**src/rtl/shift_rx_4bit.sv**
```systemverilog
`default_nettype none
// ============================================================================
//  Module      : shift_rx_4bit
//  Description : Serial receiver for 4-bit frames. Each frame is a start bit
//                (1), four data bits LSB first, an optional even-parity bit
//                and a stop bit (0). Accepted words are registered on Q with
//                valid/rd handshaking, a sticky overrun flag and a
//                one-cycle frame_err pulse for rejected frames.
//  Revision    : 1.0  initial release
// ============================================================================
module shift_rx_4bit #(
    parameter int unsigned PARITY_EN = 0
) (
    input  logic       clk,
    input  logic       reset,
    input  logic       si,
    input  logic       en,
    input  logic       rd,
    output logic [3:0] Q,
    output logic       valid,
    output logic       frame_err,
    output logic       overrun,
    output logic       busy
);

    localparam logic [1:0] c_IDLE   = 2'd0;
    localparam logic [1:0] c_DATA   = 2'd1;
    localparam logic [1:0] c_PARITY = 2'd2;
    localparam logic [1:0] c_STOP   = 2'd3;

    logic [1:0] r_state;
    logic [1:0] w_state_nxt;
    logic [1:0] r_cnt;
    logic [3:0] r_shift;
    logic       r_parity_bad;
    logic [3:0] r_q;
    logic       r_valid;
    logic       r_frame_err;
    logic       r_overrun;

    logic       w_parity_mismatch;
    logic       w_stop_sample;
    logic       w_accept;
    logic       w_reject;

    // Parity comparison only exists when the parity bit is part of the frame.
    generate
        if (PARITY_EN != 0) begin : g_parity_on
            assign w_parity_mismatch = (^r_shift) ^ si;
        end else begin : g_parity_off
            assign w_parity_mismatch = 1'b0;
        end
    endgenerate

    // The stop bit is sampled on the enabled edge while in STOP; the frame is
    // accepted only if the stop bit is 0 and no parity error was recorded.
    assign w_stop_sample = en && (r_state == c_STOP);
    assign w_accept      = w_stop_sample && !si && !r_parity_bad;
    assign w_reject      = w_stop_sample && (si || r_parity_bad);

    // Next-state decode; disabled cycles hold the state. Leaving STOP always
    // lands in IDLE, so a start bit on that same edge is never seen.
    always_comb begin
        w_state_nxt = r_state;
        if (en) begin
            case (r_state)
                c_IDLE:   if (si) w_state_nxt = c_DATA;
                c_DATA:   if (r_cnt == 2'd3) w_state_nxt = (PARITY_EN != 0) ? c_PARITY : c_STOP;
                c_PARITY: w_state_nxt = c_STOP;
                c_STOP:   w_state_nxt = c_IDLE;
                default:  w_state_nxt = c_IDLE;
            endcase
        end
    end

    // Frame sequencing: state, bit counter, shift register and parity flag.
    always_ff @(posedge clk) begin
        if (reset) begin
            r_state      <= c_IDLE;
            r_cnt        <= 2'd0;
            r_shift      <= 4'd0;
            r_parity_bad <= 1'b0;
        end else begin
            r_state <= w_state_nxt;
            if (en) begin
                case (r_state)
                    c_IDLE: begin
                        if (si) r_cnt <= 2'd0;
                    end
                    c_DATA: begin
                        // New bit enters at the MSB so the first bit ends in bit 0.
                        r_shift <= {si, r_shift[3:1]};
                        r_cnt   <= r_cnt + 2'd1;
                    end
                    c_PARITY: begin
                        r_parity_bad <= w_parity_mismatch;
                    end
                    c_STOP: begin
                        r_parity_bad <= 1'b0;
                    end
                    default: begin
                        r_parity_bad <= 1'b0;
                    end
                endcase
            end
        end
    end

    // Output word, valid/rd handshake, sticky overrun and frame error pulse.
    always_ff @(posedge clk) begin
        if (reset) begin
            r_q         <= 4'd0;
            r_valid     <= 1'b0;
            r_frame_err <= 1'b0;
            r_overrun   <= 1'b0;
        end else begin
            r_frame_err <= w_reject;
            if (w_accept) begin
                r_q     <= r_shift;
                r_valid <= 1'b1;
                // Overwriting an unread word is an overrun unless it is read
                // on this very edge.
                if (r_valid && !rd) r_overrun <= 1'b1;
            end else if (rd && r_valid) begin
                r_valid <= 1'b0;
            end
        end
    end

    assign Q         = r_q;
    assign valid     = r_valid;
    assign frame_err = r_frame_err;
    assign overrun   = r_overrun;
    assign busy      = (r_state != c_IDLE);

endmodule
`default_nettype wire

```
**config.mk**
```make
export PLATFORM = sky130hd
export DESIGN_NAME = shift_rx_4bit
export DESIGN_NICKNAME = d
export VERILOG_FILES = /design/src/rtl/shift_rx_4bit.sv
export SDC_FILE = /design/constraint.sdc
export NUM_CORES = 1
export LEC_CHECK = 0
export CORE_MARGIN = 2
export CORE_UTILIZATION = 45
export DETAILED_ROUTE_END_ITERATION = 10
export PLACE_DENSITY = 0.79
export SKIP_LAST_GASP = 1
export SYNTH_ARGS = -nofsm -noshare
export SYNTH_HDL_FRONTEND = slang
export SYNTH_SLANG_ARGS = --single-unit
```
**constraint.sdc**
```tcl
create_clock -name clk -period 2 [get_ports clk]
set_input_delay 0.4 -clock clk [delete_from_list [all_inputs] [get_ports clk]]
set_output_delay 0.4 -clock clk [all_outputs]
set_load 0.1 [all_outputs]
```
# [Word-level counts from Yosys, hierarchy flattened]
# Cells that the tools add are included.
[op_classes] eq_ne=6 muxes=7 reduce_logical=15 n_addsub=1
[op_table] cell="case mux 2 bit (4 select lines)" count=1
[op_table] cell="== test 2 bit, second input constant" count=3
[op_table] cell="two-way mux 2 bit" count=3
[op_table] cell="AND reduction 3 bit" count=2
[op_table] cell="nonzero test 2 bit" count=3
[op_table] cell="logical AND 1 bit" count=5
[op_table] cell="!= test 2 bit, second input constant" count=2
[op_table] cell="case mux 2 bit (2 select lines)" count=1
[op_table] cell="AND reduction 2 bit" count=2
[op_table] cell="adder 2 x 1 -> 2 bit, second input constant" count=1
[op_table] cell="== test 2 x 1 -> 1 bit, second input constant" count=1
[op_table] cell="zero test 1 bit" count=2
[op_table] cell="zero test 2 bit" count=1
[op_table] cell="two-way mux 1 bit" count=2
[word_totals] register_bits=15 elab_cells=36 out_inout_bits=8

# [Longest topological paths before layout]
[logic_depth] depth_word=4 depth_mapped=5

# [Worst setup path before layout]
# Ideal clock, no wire load.
[synth_path] path_type="register to output" startpoint="register r_state[0]" endpoint="output port busy" arrival_time_ns=1.263 slack_ns=0.337 path_stages_with_launch=4 path_buffers=0 cell_sequence="dfxtp_1 inv_1 ha_1 inv_1"
[synth_between] elab_chain_cells=1
[synth_lines] element="from (decl)" line_no="31" text="logic [1:0] r_state;"
[synth_lines] element="from (signal assigned)" line_no="79" text="r_state <= c_IDLE;"
[synth_lines] element="from (signal assigned)" line_no="84" text="r_state <= w_state_nxt;"
[synth_lines] element="nonzero test 2 bit" line_no="134" text="assign busy = (r_state != c_IDLE);"
[synth_lines] element="to (decl)" line_no="23" text="output logic busy"
# No other way between the ends.

# [Worst setup path after layout]
# Same ends and word-level chain as after synthesis.

==> run metrics <==
run status=finished, final reports clean; IO buf count=12; PwrDens=a little under 700 mW/mm²; Area Overhead vs Synth=25.3%; vias=around 530; top-count cell post-synth=dfxtp_1; largest net degree at the start of global routing=10; drt via density=5.32; core area=around 0.0013 mm²; number of flops mapped to enable cells by yosys=0; dpl cell area=just under 800 µm²; Synth top cells by count=15 x dfxtp_1, 7 x a21oi_1, 6 x ha_1; IO Count=13; Worst-Margin Slew=around 0.36 ns; RSZ-0062 raised after global routing=no; # DRC=0; CP Capture Type=primary output; first-pass GRT wire length=about 1.9 mm; Root Driver=clkbuf_4; top cells by area, synth=dfxtp_1 46%, ha_1 11%, mux2i_1 7.6%, a21oi_1 5.3%, nand3_1 3.0%; Mapped Nets=80; nets=97; Clk pin slew, worst setup/hold paths=around 0.09 ns; #FFs+latches synth=15; Inst Count DP=between 90 and 100; max_cap viols=0; Post-Syn Instances=about 70; Reg power frac=54.2%; Rel. slew slack=76.1%; worst skew pair latency=0.28 ns; skew final=about 0.0082 ns; CTS tree=done; Slew Limit Fails=0; grt ovf=0; fill count=117; H-tree depth=1; synthesized area=~660 µm²; WL/cell=~11 µm; Setup Total Neg Slack=0 ns; Multi-input gate area=334 µm²; number of diodes=0; Clock Path Buffers=2; vias in the first global route=about 470; worst min path class=reg2reg; Die Width=between 40 and 50 µm; Switching Share=a little over a quarter; library cells used by synthesis=23; crit path DAT=~1.3 ns; sequential area share after synthesis=a little under half; FMAX=just under 600 MHz; CTS sink count=15; Die Y=between 40 and 50 µm; GPL Wtd Cong=~0.75; critical path type=reg2out; row count=13; Pwr Total=around 570 µW; Clk pwr share=around 28%; Initial Util=about half; critical path peak fanout=6; post-synth top area cell=dfxtp_1; Fin. Hold Viols=0; Post-CTS Resized=0; Syn Area/Cell=~9.5 µm²; type of origin of the critical path=register; Post-synth top flop=dfxtp_1; area share of the largest cell type after synthesis=45.7%; Logic pwr share=17.3%; final period utilization=between 80% and 90%; Non-Filler Instances=100; Peak supply drop=~400 µV; die area=between 0.0015 and 0.002 mm²; Yosys warning count=0; min cycle time layout=1.68 ns; initial antenna violation count=0; TritonCTS buffer count=3; final number of setup-violating endpoints=0; HPWL after DPL=roughly 860 µm; CP required=1.60 ns; gr usage total=between 10% and 20%; Routed Antenna Nets=0; Switch Pwr=152 µW; post-route cell area=823 µm²; internal power=~420 µW; fraction of layout instances using a drive strength above 1=between 10% and 20%; hold buffers post-CTS=0; final wirelength=approximately 1.1 mm; initial DRC count=7; sequential cell area=about 300 µm²; postcts setup bufs=0; 1st-pass router iterations=4; Pleak=about 0.00038 µW; ys async rst share=0%
sequential cells by signal, summed over array words and instances, names as in the netlist:
name / flops
Q: 4
frame_err: 1
overrun: 1
r_cnt: 2
r_shift: 4
r_state: 2
valid: 1
layout by cell type (no fill, tap or decap), types with 2 or more instances in the layout:
cell type         n
clkbuf_4          3
a21oi_1           7
nand2b_1          2
mux2i_1           5
clkdlybuf4s50_1   4
inv_1             4
o21ai_0           2
ha_1              6
buf_4             9
nor2_1            5
dfxtp_1          15
nand3_1           4
nand2_1           5
power groups by stage:
| stage | clock (µW) | combinational (µW) | sequential (µW) |
|---|---|---|---|
| floorplan | 0 | 63.3 | 316 |
| global placement | 0 | 98.0 | 316 |
| detailed placement | 0 | 98.7 | 317 |
| CTS | 172 | 99.2 | 310 |
| global route | 188 | 106 | 311 |
| finish | 162 | 99.0 | 309 |
cells by family (layout without fill, tap and decap cells):
kind of cell	Yosys count	in the layout	share of synthesized area (%)
adder cells (fa/ha/maj)	6	6	11.4
AO/OA/AOI/OAI	13	13	11.6
multiplexers	5	5	7.62
flip-flops	15	15	45.7
buffers and inverters	6	22	3.43
AND/OR/NAND/NOR	24	24	20.2
critical path, stage by stage (launching register included):
cell and delay [ns]:
dfxtp_1 0.43, inv_1 0.07, ha_1 0.23, inv_1 0.10, buf_12 0.18
worst paths after layout:
check,start,endpoint,slack [ns],depth (start not counted)
worst min-delay path,r_shift[0],r_shift[0],0.47,2
worst max-delay path,r_state[0],busy,0.32,4
worst max register to register,r_state[0],r_cnt[0],0.45,4
worst min register to register,r_shift[0],r_shift[0],0.47,2
area by class of cell:
class / instances / area share, %
Clock inverter: 1 / 0.608
Sequential cell: 15 / 36.5
Inverter: 4 / 1.82
Multi-Input combinational cell: 48 / 40.6
Clock buffer: 3 / 2.74
Tap cell: 15 / 2.28
Timing Repair Buffer: 14 / 15.5
per-layer routing:
layer / up-vias / part of all wire (%) / GRT usage, %
li1: 272 / - / -
met1: 245 / 48 / 16.4
met2: 15 / 47 / 23.4
met3: 0 / 5.3 / 7.33
met4: 0 / 0 / 2.50
met5: - / 0 / 0
stage by stage:
| step | util [%] | setup WS (ns) | hold slack, ns |
|---|---|---|---|
| final | 61.7 | 0.323 | 0.472 |
| after global routing | 61.7 | 0.225 | 0.496 |
| after CTS | 61.7 | 0.300 | 0.476 |
| after detailed placement | 59.7 | 0.267 | 0.463 |
| after global placement | 59.7 | 0.301 | 0.446 |
| after floorplan | - | 0.337 | 0.430 |
(Power assumes the default switching activity.)
